File: config.mk
export PLATFORM = sky130hd
export DESIGN_NAME = core_sequencer_flat
export DESIGN_NICKNAME = d
export VERILOG_FILES = /design/src/rtl/core_sequencer_if.sv /design/src/rtl/core_sequencer.sv /design/src/flat_wrapper.sv
export SDC_FILE = /design/constraint.sdc
export NUM_CORES = 1
export LEC_CHECK = 0
export CELL_PAD_IN_SITES_DETAIL_PLACEMENT = 1
export CELL_PAD_IN_SITES_GLOBAL_PLACEMENT = 2
export CORE_MARGIN = 1.5
export CORE_UTILIZATION = 31
export CTS_BUF_LIST = sky130_fd_sc_hd__clkbuf_8 sky130_fd_sc_hd__clkbuf_16
export DETAILED_ROUTE_END_ITERATION = 12
export PLACE_DENSITY_LB_ADDON = 0.1
export SYNTH_ARGS = -nofsm -noshare
export SYNTH_HDL_FRONTEND = slang
export SYNTH_SLANG_ARGS = --single-unit
File: constraint.sdc
create_clock -name clk -period 4.7 [get_ports clk]
set_input_delay 0.94 -clock clk [delete_from_list [all_inputs] [get_ports clk]]
set_output_delay 0.94 -clock clk [all_outputs]
set_load 0.01 [all_outputs]
File: src/rtl/core_sequencer_if.sv
// rtl/core_sequencer_if.sv - instruction/data memory handshake bundle for core_sequencer
interface core_sequencer_if #(
  parameter int WIDTH = 32
) ();
  logic             imem_req;
  logic [WIDTH-1:0] imem_addr;
  logic             imem_ack;
  logic [WIDTH-1:0] imem_rdata;
  logic             dmem_req;
  logic             dmem_ack;

  // Sequencer side: issues requests, consumes acknowledges and fetch data.
  modport master (
    output imem_req,
    output imem_addr,
    output dmem_req,
    input  imem_ack,
    input  imem_rdata,
    input  dmem_ack
  );

  // Memory side: observes requests, returns acknowledges and fetch data.
  modport slave (
    input  imem_req,
    input  imem_addr,
    input  dmem_req,
    output imem_ack,
    output imem_rdata,
    output dmem_ack
  );
endinterface

File: src/rtl/core_sequencer.sv
// rtl/core_sequencer.sv - multi-cycle fetch/decode/execute/mem/writeback control sequencer
module core_sequencer #(
  parameter int               WIDTH    = 32,
  parameter logic [WIDTH-1:0] RESET_PC = 32'h0000_0000
) (
  input  logic                clk,
  input  logic                reset,
  input  logic                run,
  core_sequencer_if.master    bus,
  output logic [WIDTH-1:0]    inst,
  input  logic [8:0]          instr_type,
  input  logic                rde,
  input  logic                taken,
  input  logic [WIDTH-1:0]    target,
  output logic                rf_we,
  output logic                retired,
  output logic [31:0]         retire_cnt,
  output logic                trap,
  output logic [2:0]          state
);

  // Decoder class codes that steer the sequencer.
  localparam logic [8:0] IT_ILLEGAL   = 9'h07F;
  localparam logic [8:0] IT_LOAD      = 9'd35;
  localparam logic [8:0] IT_JAL       = 9'd8;
  localparam logic [8:0] IT_JALR      = 9'd9;
  localparam logic [8:0] IT_BRANCH_LO = 9'd10;
  localparam logic [8:0] IT_BRANCH_HI = 9'd15;

  typedef enum logic [2:0] {
    IDLE   = 3'd0,
    FETCH  = 3'd1,
    DECODE = 3'd2,
    EXEC   = 3'd3,
    MEM    = 3'd4,
    WB     = 3'd5,
    TRAP   = 3'd6
  } state_t;

  state_t           state_q;
  state_t           state_d;
  logic [WIDTH-1:0] pc;
  logic [WIDTH-1:0] next_pc;
  logic [31:0]      retire_cnt_q;
  logic             trap_q;

  logic             is_jump;
  logic             is_branch;
  logic             redirect;
  logic             misaligned;

  assign is_jump    = (instr_type == IT_JAL) || (instr_type == IT_JALR);
  assign is_branch  = (instr_type >= IT_BRANCH_LO) && (instr_type <= IT_BRANCH_HI);
  assign redirect   = is_jump || (is_branch && taken);
  assign misaligned = redirect && (target[1:0] != 2'b00);

  // Requests and strobes decode from the registered state only, so an ack
  // never feeds straight through to a request in the same cycle.
  assign bus.imem_req  = (state_q == FETCH);
  assign bus.imem_addr = pc;
  assign bus.dmem_req  = (state_q == MEM);
  assign rf_we         = (state_q == WB) && rde;
  assign retired       = (state_q == WB);
  assign retire_cnt    = retire_cnt_q;
  assign trap          = trap_q;
  assign state         = state_q;

  // State register; reset forces IDLE at once, which also drops every request.
  always_ff @(posedge clk or negedge reset) begin
    if (!reset) begin
      state_q <= IDLE;
    end else begin
      state_q <= state_d;
    end
  end

  // Next-state selection; run only gates the start of a new instruction.
  always_comb begin
    state_d = state_q;
    case (state_q)
      IDLE:   if (run) state_d = FETCH;
      FETCH:  if (bus.imem_ack) state_d = DECODE;
      DECODE: state_d = EXEC;
      EXEC: begin
        if ((instr_type == IT_ILLEGAL) || misaligned) begin
          state_d = TRAP;
        end else if (instr_type == IT_LOAD) begin
          state_d = MEM;
        end else begin
          state_d = WB;
        end
      end
      MEM:    if (bus.dmem_ack) state_d = WB;
      WB:     state_d = run ? FETCH : IDLE;
      TRAP:   state_d = TRAP;
      default: state_d = IDLE;
    endcase
  end

  // Instruction latch: captured only on the edge that completes a fetch.
  always_ff @(posedge clk or negedge reset) begin
    if (!reset) begin
      inst <= '0;
    end else if ((state_q == FETCH) && bus.imem_ack) begin
      inst <= bus.imem_rdata;
    end
  end

  // Next PC is resolved in EXEC and committed in WB, so a trap leaves pc
  // pointing at the faulting instruction.
  always_ff @(posedge clk or negedge reset) begin
    if (!reset) begin
      pc      <= RESET_PC;
      next_pc <= RESET_PC;
    end else begin
      if (state_q == EXEC) begin
        next_pc <= redirect ? target : (pc + WIDTH'(4));
      end
      if (state_q == WB) begin
        pc <= next_pc;
      end
    end
  end

  // Retired-instruction counter, wrapping naturally at 2^32.
  always_ff @(posedge clk or negedge reset) begin
    if (!reset) begin
      retire_cnt_q <= 32'd0;
    end else if (state_q == WB) begin
      retire_cnt_q <= retire_cnt_q + 32'd1;
    end
  end

  // Sticky trap flag, raised together with entry into TRAP.
  always_ff @(posedge clk or negedge reset) begin
    if (!reset) begin
      trap_q <= 1'b0;
    end else if (state_d == TRAP) begin
      trap_q <= 1'b1;
    end
  end

endmodule

File: src/flat_wrapper.sv
// flat-port wrapper written by rule: the top's interface ports become plain ports
module core_sequencer_flat 
#(
  parameter int               WIDTH    = 32,
  parameter logic [WIDTH-1:0] RESET_PC = 32'h0000_0000
)
  (clk, reset, run, inst, instr_type, rde, taken, target, rf_we, retired, retire_cnt, trap, state, bus_imem_req, bus_imem_addr, bus_dmem_req, bus_imem_ack, bus_imem_rdata, bus_dmem_ack);
  core_sequencer_if #(.WIDTH(WIDTH)) bus_i ();
  input  logic clk;
  input  logic reset;
  input  logic run;
  output logic [WIDTH-1:0] inst;
  input  logic [8:0] instr_type;
  input  logic rde;
  input  logic taken;
  input  logic [WIDTH-1:0] target;
  output logic rf_we;
  output logic retired;
  output logic [31:0] retire_cnt;
  output logic trap;
  output logic [2:0] state;
  output wire logic [$bits(bus_i.imem_req)-1:0] bus_imem_req;
  output wire logic [$bits(bus_i.imem_addr)-1:0] bus_imem_addr;
  output wire logic [$bits(bus_i.dmem_req)-1:0] bus_dmem_req;
  input wire logic [$bits(bus_i.imem_ack)-1:0] bus_imem_ack;
  input wire logic [$bits(bus_i.imem_rdata)-1:0] bus_imem_rdata;
  input wire logic [$bits(bus_i.dmem_ack)-1:0] bus_dmem_ack;
  assign bus_imem_req = bus_i.imem_req;
  assign bus_imem_addr = bus_i.imem_addr;
  assign bus_dmem_req = bus_i.dmem_req;
  assign bus_i.imem_ack = bus_imem_ack;
  assign bus_i.imem_rdata = bus_imem_rdata;
  assign bus_i.dmem_ack = bus_dmem_ack;
  core_sequencer #(.WIDTH(WIDTH), .RESET_PC(RESET_PC)) u_core (.clk(clk), .reset(reset), .run(run), .bus(bus_i), .inst(inst), .instr_type(instr_type), .rde(rde), .taken(taken), .target(target), .rf_we(rf_we), .retired(retired), .retire_cnt(retire_cnt), .trap(trap), .state(state));
endmodule
==> results of run 1 <==
## power breakdown
part | internal (W) | switching [W]
clock network | 0.00101 | 0.000522
registers | 0.00152 | 0.000368
logic | 0.000904 | 0.000741
total | 0.00343 | 0.00163
## flip-flops by register name (all words and copies together) (netlist names)
register,count
u_core.next_pc,32
u_core.trap,1
u_core.state,3
u_core.inst,32
u_core.retire_cnt,32
u_core.bus.imem_addr,32
## kinds of logic (layout without fill, tap and decap cells)
logic type,count (synthesis),after routing,synth area share (%)
buffers and inverters,40,234,2.93
DFF,132,132,53.4
adders and majority gates,2,2,0.405
muxes,33,33,5.99
xor gates and xnor gates,46,46,6.64
AOI/OAI and AO/OA,89,89,8.74
and+or+nand+nor,284,284,21.9
## cells in the final DEF, fill, tap and decap left out, types with 2 or more instances in the layout
cell type | synthesis | routed
xnor2_1 | 28 | 28
nand3_1 | 20 | 20
nor4_1 | 11 | 11
nor3_1 | 15 | 15
o21ai_0 | 43 | 43
o31a_2 | 3 | 3
nand4_1 | 22 | 22
buf_4 | 1 | 9
nand2_1 | 140 | 140
nor3b_1 | 2 | 2
or3_1 | 2 | 2
and4_1 | 7 | 7
and3_1 | 7 | 7
o31ai_1 | 3 | 3
nor2_1 | 36 | 36
nand3b_1 | 2 | 2
nand2b_1 | 3 | 3
o211ai_1 | 4 | 4
mux2_2 | 32 | 32
bufinv_16 | 0 | 6
inv_1 | 10 | 10
a311oi_1 | 3 | 3
clkinv_2 | 0 | 3
xor2_1 | 17 | 17
a21o_1 | 4 | 4
clkbuf_16 | 0 | 17
a31oi_1 | 4 | 4
a21oi_1 | 15 | 15
a31o_2 | 3 | 3
and2_1 | 5 | 5
dfrtp_1 | 132 | 132
inv_6 | 0 | 2
clkdlybuf4s50_1 | 0 | 182
or4_1 | 4 | 4
ha_1 | 2 | 2
## worst register-to-register path, delay by kind of cell (launching register included)
kind,cells,cell delay [ns]
and+or+nand+nor,5,1.96
DFF,1,0.48
adders and majority gates,1,0.28
## routing by layer
metal	track usage [%]	up-vias	wire length, um
met5	0	-	0
met3	3.91	14	710
met1	24.6	2733	8950
li1	-	2544	-
met2	33.2	123	9740
met4	4.78	0	199
## metrics by stage
| step | instance area [um2] | hold WS (ns) | total power [W] |
|---|---|---|---|
| CTS | 8940 | 0.470 | 0.00514 |
| floorplan | 6180 | 0.433 | 0.00264 |
| finish | 8940 | 0.463 | 0.00506 |
| detailed placement | 8280 | 0.459 | 0.00358 |
| global placement | 8280 | 0.446 | 0.00351 |
| global route | 8940 | 0.488 | 0.00537 |
## cell type report
| cell class | count | area, um2 | share of cell area [%] |
|---|---|---|---|
| Sequential cell | 132 | 3300 | 36.9 |
| Multi-Input combinational cell | 454 | 2700 | 30.2 |
| Timing Repair Buffer | 192 | 1900 | 21.3 |
| Clock buffer | 18 | 439 | 4.91 |
| Tap cell | 265 | 332 | 3.71 |
| Clock inverter | 13 | 229 | 2.56 |
| Inverter | 11 | 41.3 | 0.462 |
## worst paths after layout
kind	to	slack (ns)
worst max-delay path	rf_we	1.22
worst min-delay path	u_core.bus.imem_addr[19]	0.46
worst max register to register	u_core.next_pc[24]	1.90
worst min register to register	u_core.bus.imem_addr[19]	0.46
max in group asynchronous	u_core.retire_cnt[9]	3.00
min in group asynchronous	u_core.retire_cnt[11]	0.64
==> summary.md, run 1 <==
| Metric | Value |
|---|---|
| Outcome | `finished clean` |
| Area Overhead vs Synth | `44.6%` |
| Seq/Total Area, Yosys | `53.4%` |
| Mapped Area | `6180 um2` |
| Number of remaining DRC errors | `0` |
| Post-CTS Setup Bufs | `0` |
| Max-cap check violation count | `0` |
| Antenna cells | `0` |
| CTS Root Cell | `clkbuf_16` |
| Number of synthesized flops with an enable pin | `0` |
| Routed wire length | `19.6 mm` |
| Worst path depth | `6` |
| Worst path cell trace | `nand3b_1, buf_4, clkinv_1, buf_4, and2_1, clkdlybuf4s50_1` |
| Cts hold-fix bufs | `0` |
| Clock skew | `0.00996 ns` |
| Critical path origin | `u_core.state[1]` |
| Top-area cell type share of the netlist area | `53.4%` |
| Via count | `5,414` |
| Cell mode on critical path | `buf_4` |
| Crit path buf inv count | `4` |
| Pin count of the biggest net entering global routing | `102` |
| Placeable Area | `19,500 um2` |
| Area contributors post-synth | `dfrtp_1 53%, nand2_1 8.5%, mux2_2 5.8%, xnor2_1 4.0%, o21ai_0 3.5%` |
| Top-count cell post-synth | `nand2_1` |
| I/O Buffers | `183` |
| DP Wirelength | `13.6 mm` |
| Hold_sp | `u_core.next_pc[19]` |
| CP endpoint kind | `output port` |
| Global-route wire length before repair | `30.7 mm` |
| Critical Path Max Stage Delay | `0.50 ns` |
| Slew Limit Fails | `0` |
| Placed insts | `1,054` |
| Final worst setup slack | `1.22 ns` |
| Vias/cell | `4.99` |
| Class of the worst hold path | `reg -> reg` |
| Setup violators final | `0` |
| Vias in the first global route | `5,736` |
| Share of layout cells above drive strength 1 | `10.2%` |
| Final min period | `3.48 ns` |
| Crit path DAT | `2.54 ns` |
| Die Area | `20,800 um2` |
| # resized after CTS | `0` |
| Final Cycle Share | `74.0%` |
| DRT Pass-1 Iters | `4` |
| Clock Latency Late Sink | `0.42 ns` |
| Post-synth top cells | `140 x nand2_1, 132 x dfrtp_1, 43 x o21ai_0` |
| Cell taking the most area after synthesis | `dfrtp_1` |
| Reg2Reg Depth | `6` |
| Worst setup path class | `reg -> out` |
| Hold path depth | `2` |
| Highest-delay cell along the critical path | `dfrtp_1` |
| Routability cong. | `0.795` |
| Reg-to-Reg Start | `u_core.bus.imem_addr[2]` |
| H-tree Lvls | `4` |
| Max_slew headroom | `19.4%` |
| CP required | `3.76 ns` |
| Post-synthesis sequential element count | `132` |
| CTS Buf Count | `17` |
| CTS sink count | `132` |
| Initial detailed-routing violation count | `167` |
| Startpoint class of the critical path | `flip-flop` |
| Place WS | `1.32 ns` |
| FFs w/ async S/R, synth | `100%` |
| Cell family with most CP delay | `buffers and inverters` |
| Ys Warns | `0` |
| I/O pin count | `184` |
| F_max | `0.288 GHz` |
| Rows | `51` |
| GRT Total Usage | `19.2%` |
| Remaining global-route overflow | `0` |
| Avg WL per Cell | `18.1 um` |
| Syn Inst Count | `626` |
| Final Non-Filler Cells | `1,085` |
| Final core occ | `45.8%` |
| Initial antenna violation count | `0` |
| Final Hold Viols | `0` |
| Fillcell total | `2,190` |
| Syn_area_per_cell | `9.88 um2` |
| Worst vdd ir | `263 uV` |
| Setup tns final | `0 ns` |
| RSZ-0062 raised after global routing | `no` |
| Pleak | `3.78 nW` |
| Slew @ Worst Pin | `1.20 ns` |
| Die H | `144 um` |
| Crit-path max FO | `30` |
| Initial Util | `31.7%` |
| Detail Route Antenna Nets | `0` |
| Worst-path clk slew | `0.06 ns` |
| CTS Buffer Depth | `2` |
| Die X | `144 um` |
| Post-Syn Nets | `708` |
| Main synth FF type | `dfrtp_1` |
| CTS tree | `built` |
| Layout Nets | `890` |
| Synth unique cells | `53` |
| Pwr/cell area | `566 nW/um2` |
No activity file was read; power rests on OpenSTA's default activity.
==> inputs of run 2 (changes only) <==
--- a/config.mk
+++ b/config.mk
@@ -8,7 +8,7 @@
 export CELL_PAD_IN_SITES_DETAIL_PLACEMENT = 1
 export CELL_PAD_IN_SITES_GLOBAL_PLACEMENT = 2
 export CORE_MARGIN = 1.5
-export CORE_UTILIZATION = 31
+export CORE_UTILIZATION = 26
 export CTS_BUF_LIST = sky130_fd_sc_hd__clkbuf_8 sky130_fd_sc_hd__clkbuf_16
 export DETAILED_ROUTE_END_ITERATION = 12
 export PLACE_DENSITY_LB_ADDON = 0.1
==> constraint.sdc (replaced) <==
create_clock -name clk -period 3 [get_ports clk]
set_input_delay 0.6 -clock clk [delete_from_list [all_inputs] [get_ports clk]]
set_output_delay 0.6 -clock clk [all_outputs]
set_load 0.01 [all_outputs]
==> summary.md, run 2 (synthesized netlist as in run 1, its figures left out) <==
| Metric | Value |
|---|---|
| Layout Nets | `896 (+0.67%)` |
| I/O Buffers | `183 (unchanged)` |
| Clock Latency Late Sink | `0.42 ns (about the same)` |
| Critical Path Max Stage Delay | `0.49 ns (about the same)` |
| Comb pwr share | `34.4% (+1.9 points)` |
| Share of layout cells above drive strength 1 | `11.0% (+0.76 points)` |
| Vias in the first global route | `5,767 (+0.54%)` |
| Via count | `5,412 (-0.037%)` |
| CP required | `2.40 ns (-1.36 ns)` |
| Slew @ Worst Pin | `0.745 ns (-0.453 ns)` |
| Avg WL per Cell | `17.6 um (-2.3%)` |
| Worst setup path class | `reg -> out` |
| Max_slew headroom | `50.3% (+31 points)` |
| Worst path cell trace | `nand3b_1, clkinv_1, and2_1, clkdlybuf4s50_1` |
| Switching Fraction | `34.4% (+2.2 points)` |
| Crit path DAT | `2.21 ns (-0.33 ns)` |
| Post-placement cell area | `8430 um2 (+1.9%)` |
| Class of the worst hold path | `in -> async` |
| Fillcell total | `2,651 (+21%)` |
| CTS Buf Count | `17 (unchanged)` |
| Startpoint class of the critical path | `flip-flop` |
| H-tree Lvls | `4 (unchanged)` |
| Outcome | `finished clean` |
| Vias/cell | `4.72 (-5.4%)` |
| Met1 WL | `8.81 mm (-1.5%)` |
| Die X | `157 um (+9.0%)` |
| Setup tns final | `0 ns (unchanged)` |
| Worst vdd ir | `360 uV (+37%)` |
| CTS sink count | `132 (unchanged)` |
| # resized after CTS | `0 (unchanged)` |
| Part of the power in registers | `38.4% (+1.1 points)` |
| Final non-filler cell area | `9020 um2 (+0.81%)` |
| Die H | `157 um (+9.0%)` |
| Area Overhead vs Synth | `45.8%` |
| Total power | `0.00764 W (+51%)` |
| Max-cap check violation count | `0 (unchanged)` |
| Die Area | `24,700 um2 (+19%)` |
| Clock skew | `0.00997 ns (+0.0000117 ns)` |
| Worst-path clk slew | `0.06 ns (about the same)` |
| Setup violators final | `0 (unchanged)` |
| Initial detailed-routing violation count | `203 (+22%)` |
| Final Hold Viols | `0 (unchanged)` |
| CTS Buffer Depth | `2 (unchanged)` |
| CTS Root Cell | `clkbuf_16` |
| Leading cell type in the layout, fill and taps excluded | `clkdlybuf4s50_1` |
| Crit-path max FO | `10 (-67%)` |
| Placeable Area | `23,400 um2 (+20%)` |
| Initial antenna violation count | `0 (unchanged)` |
| Most frequent cells in the layout | `182 x clkdlybuf4s50_1, 140 x nand2_1, 132 x dfrtp_1` |
| Final Cycle Share | `93.6%` |
| Slew Limit Fails | `0 (unchanged)` |
| Antenna cells | `0 (unchanged)` |
| Final Non-Filler Cells | `1,146 (+5.6%)` |
| Routed wire length | `20.2 mm (+3.2%)` |
| Highest-delay cell along the critical path | `dfrtp_1` |
| Rows | `56 (+9.8%)` |
| RSZ-0062 raised after global routing | `no` |
| Remaining global-route overflow | `0 (unchanged)` |
| CTS tree | `built` |
| Final min period | `2.81 ns` |
| DRT Pass-1 Iters | `4 (unchanged)` |
| I/O pin count | `184 (unchanged)` |
| Global-route wire length before repair | `32.5 mm (+6.0%)` |
| Post-CTS Setup Bufs | `0 (unchanged)` |
| Met2 WL post-DR | `10.1 mm (+3.7%)` |
| Detail Route Antenna Nets | `0 (unchanged)` |
| Pin count of the biggest net entering global routing | `51 (-50%)` |
| Clock power frac | `27.2% (-3.0 points)` |
| Pwr/cell area | `847 nW/um2 (+50%)` |
| DP Wirelength | `14.3 mm (+4.5%)` |
| Met3 wire length | `1.14 mm (+60%)` |
| Number of remaining DRC errors | `0 (unchanged)` |
| Routability cong. | `0.769 (-3.2%)` |
| Cts hold-fix bufs | `0 (unchanged)` |
| F_max | `0.356 GHz` |
| P_int | `0.00501 W (+46%)` |
| GRT Total Usage | `17.2% (-2.0 points)` |
| Uppermost routed layer | `met4` |
| CP endpoint kind | `output port` |
| Pleak | `3.79 nW (+0.16%)` |
| Placed insts | `1,114 (+5.7%)` |
| Hold WS | `0.221 ns (-0.242 ns)` |
| Initial Util | `26.4% (-5.2 points)` |
| NetSw | `0.00263 W (+61%)` |
[run 2: cell count changes in the layout (fill, tap and decap cells not counted), moves of 2 or more]
| cell | change |
|---|---|
| buf_12 | +4 |
| inv_6 | +4 |
| buf_4 | +3 |
| bufinv_16 | -5 |
| clkinv_2 | -2 |
| inv_8 | +2 |
[run 2: per-stage QoR]
step                utilization (%)  setup slack (ns)
floorplan                         -             0.618
global placement               36.0             0.493
detailed placement             36.0             0.457
CTS                            38.5             0.115
global route                   38.5            0.0553
finish                         38.5             0.191
[run 2: final cells by class]
type / count / area, um2 / area share, %
Clock buffer: 18 / 439 / 4.87
Clock inverter: 14 / 143 / 1.58
Inverter: 11 / 41.3 / 0.458
Multi-Input combinational cell: 454 / 2700 / 29.9
Sequential cell: 132 / 3300 / 36.6
Tap cell: 319 / 399 / 4.43
Timing Repair Buffer: 198 / 1990 / 22.1
[run 2: worst max-delay path: cells and delay by family, from the launching register on]
kind / cells / cell delay, ns
and+or+nand+nor: 2 / 0.47
buffers and inverters: 2 / 0.82
DFF: 1 / 0.49
[run 2: power groups by stage]
stage | Combinational (W) | Clock, W | Sequential (W)
2_1_floorplan | 0.00113 | 0 | 0.00301
3_3_place_gp | 0.00264 | 0 | 0.00293
3_5_place_dp | 0.00269 | 0 | 0.00297
4_1_cts | 0.00271 | 0.00216 | 0.00294
5_1_grt | 0.00291 | 0.00223 | 0.00305
6_report | 0.00263 | 0.00208 | 0.00293
[run 2: metal layers]
| metal | vias to the layer above | track usage (%) |
|---|---|---|
| li1 | 2554 | - |
| met1 | 2718 | 21.3 |
| met2 | 129 | 29.8 |
| met3 | 11 | 4.54 |
| met4 | 0 | 3.77 |
| met5 | - | 0 |
[run 2: path summary, 6_finish.rpt]
| check | start | end | slack, ns | cells past startpoint |
|---|---|---|---|---|
| worst max-delay path | u_core.state[1] | rf_we | 0.19 | 4 |
| worst min-delay path | reset | u_core.inst[13] | 0.22 | 1 |
| worst max register to register | u_core.bus.imem_addr[12] | u_core.next_pc[31] | 0.45 | 5 |
| worst min register to register | u_core.next_pc[4] | u_core.bus.imem_addr[4] | 0.47 | 2 |
| max in group asynchronous | reset | u_core.next_pc[30] | 1.96 | 2 |
| min in group clk | u_core.next_pc[4] | u_core.bus.imem_addr[4] | 0.47 | 2 |
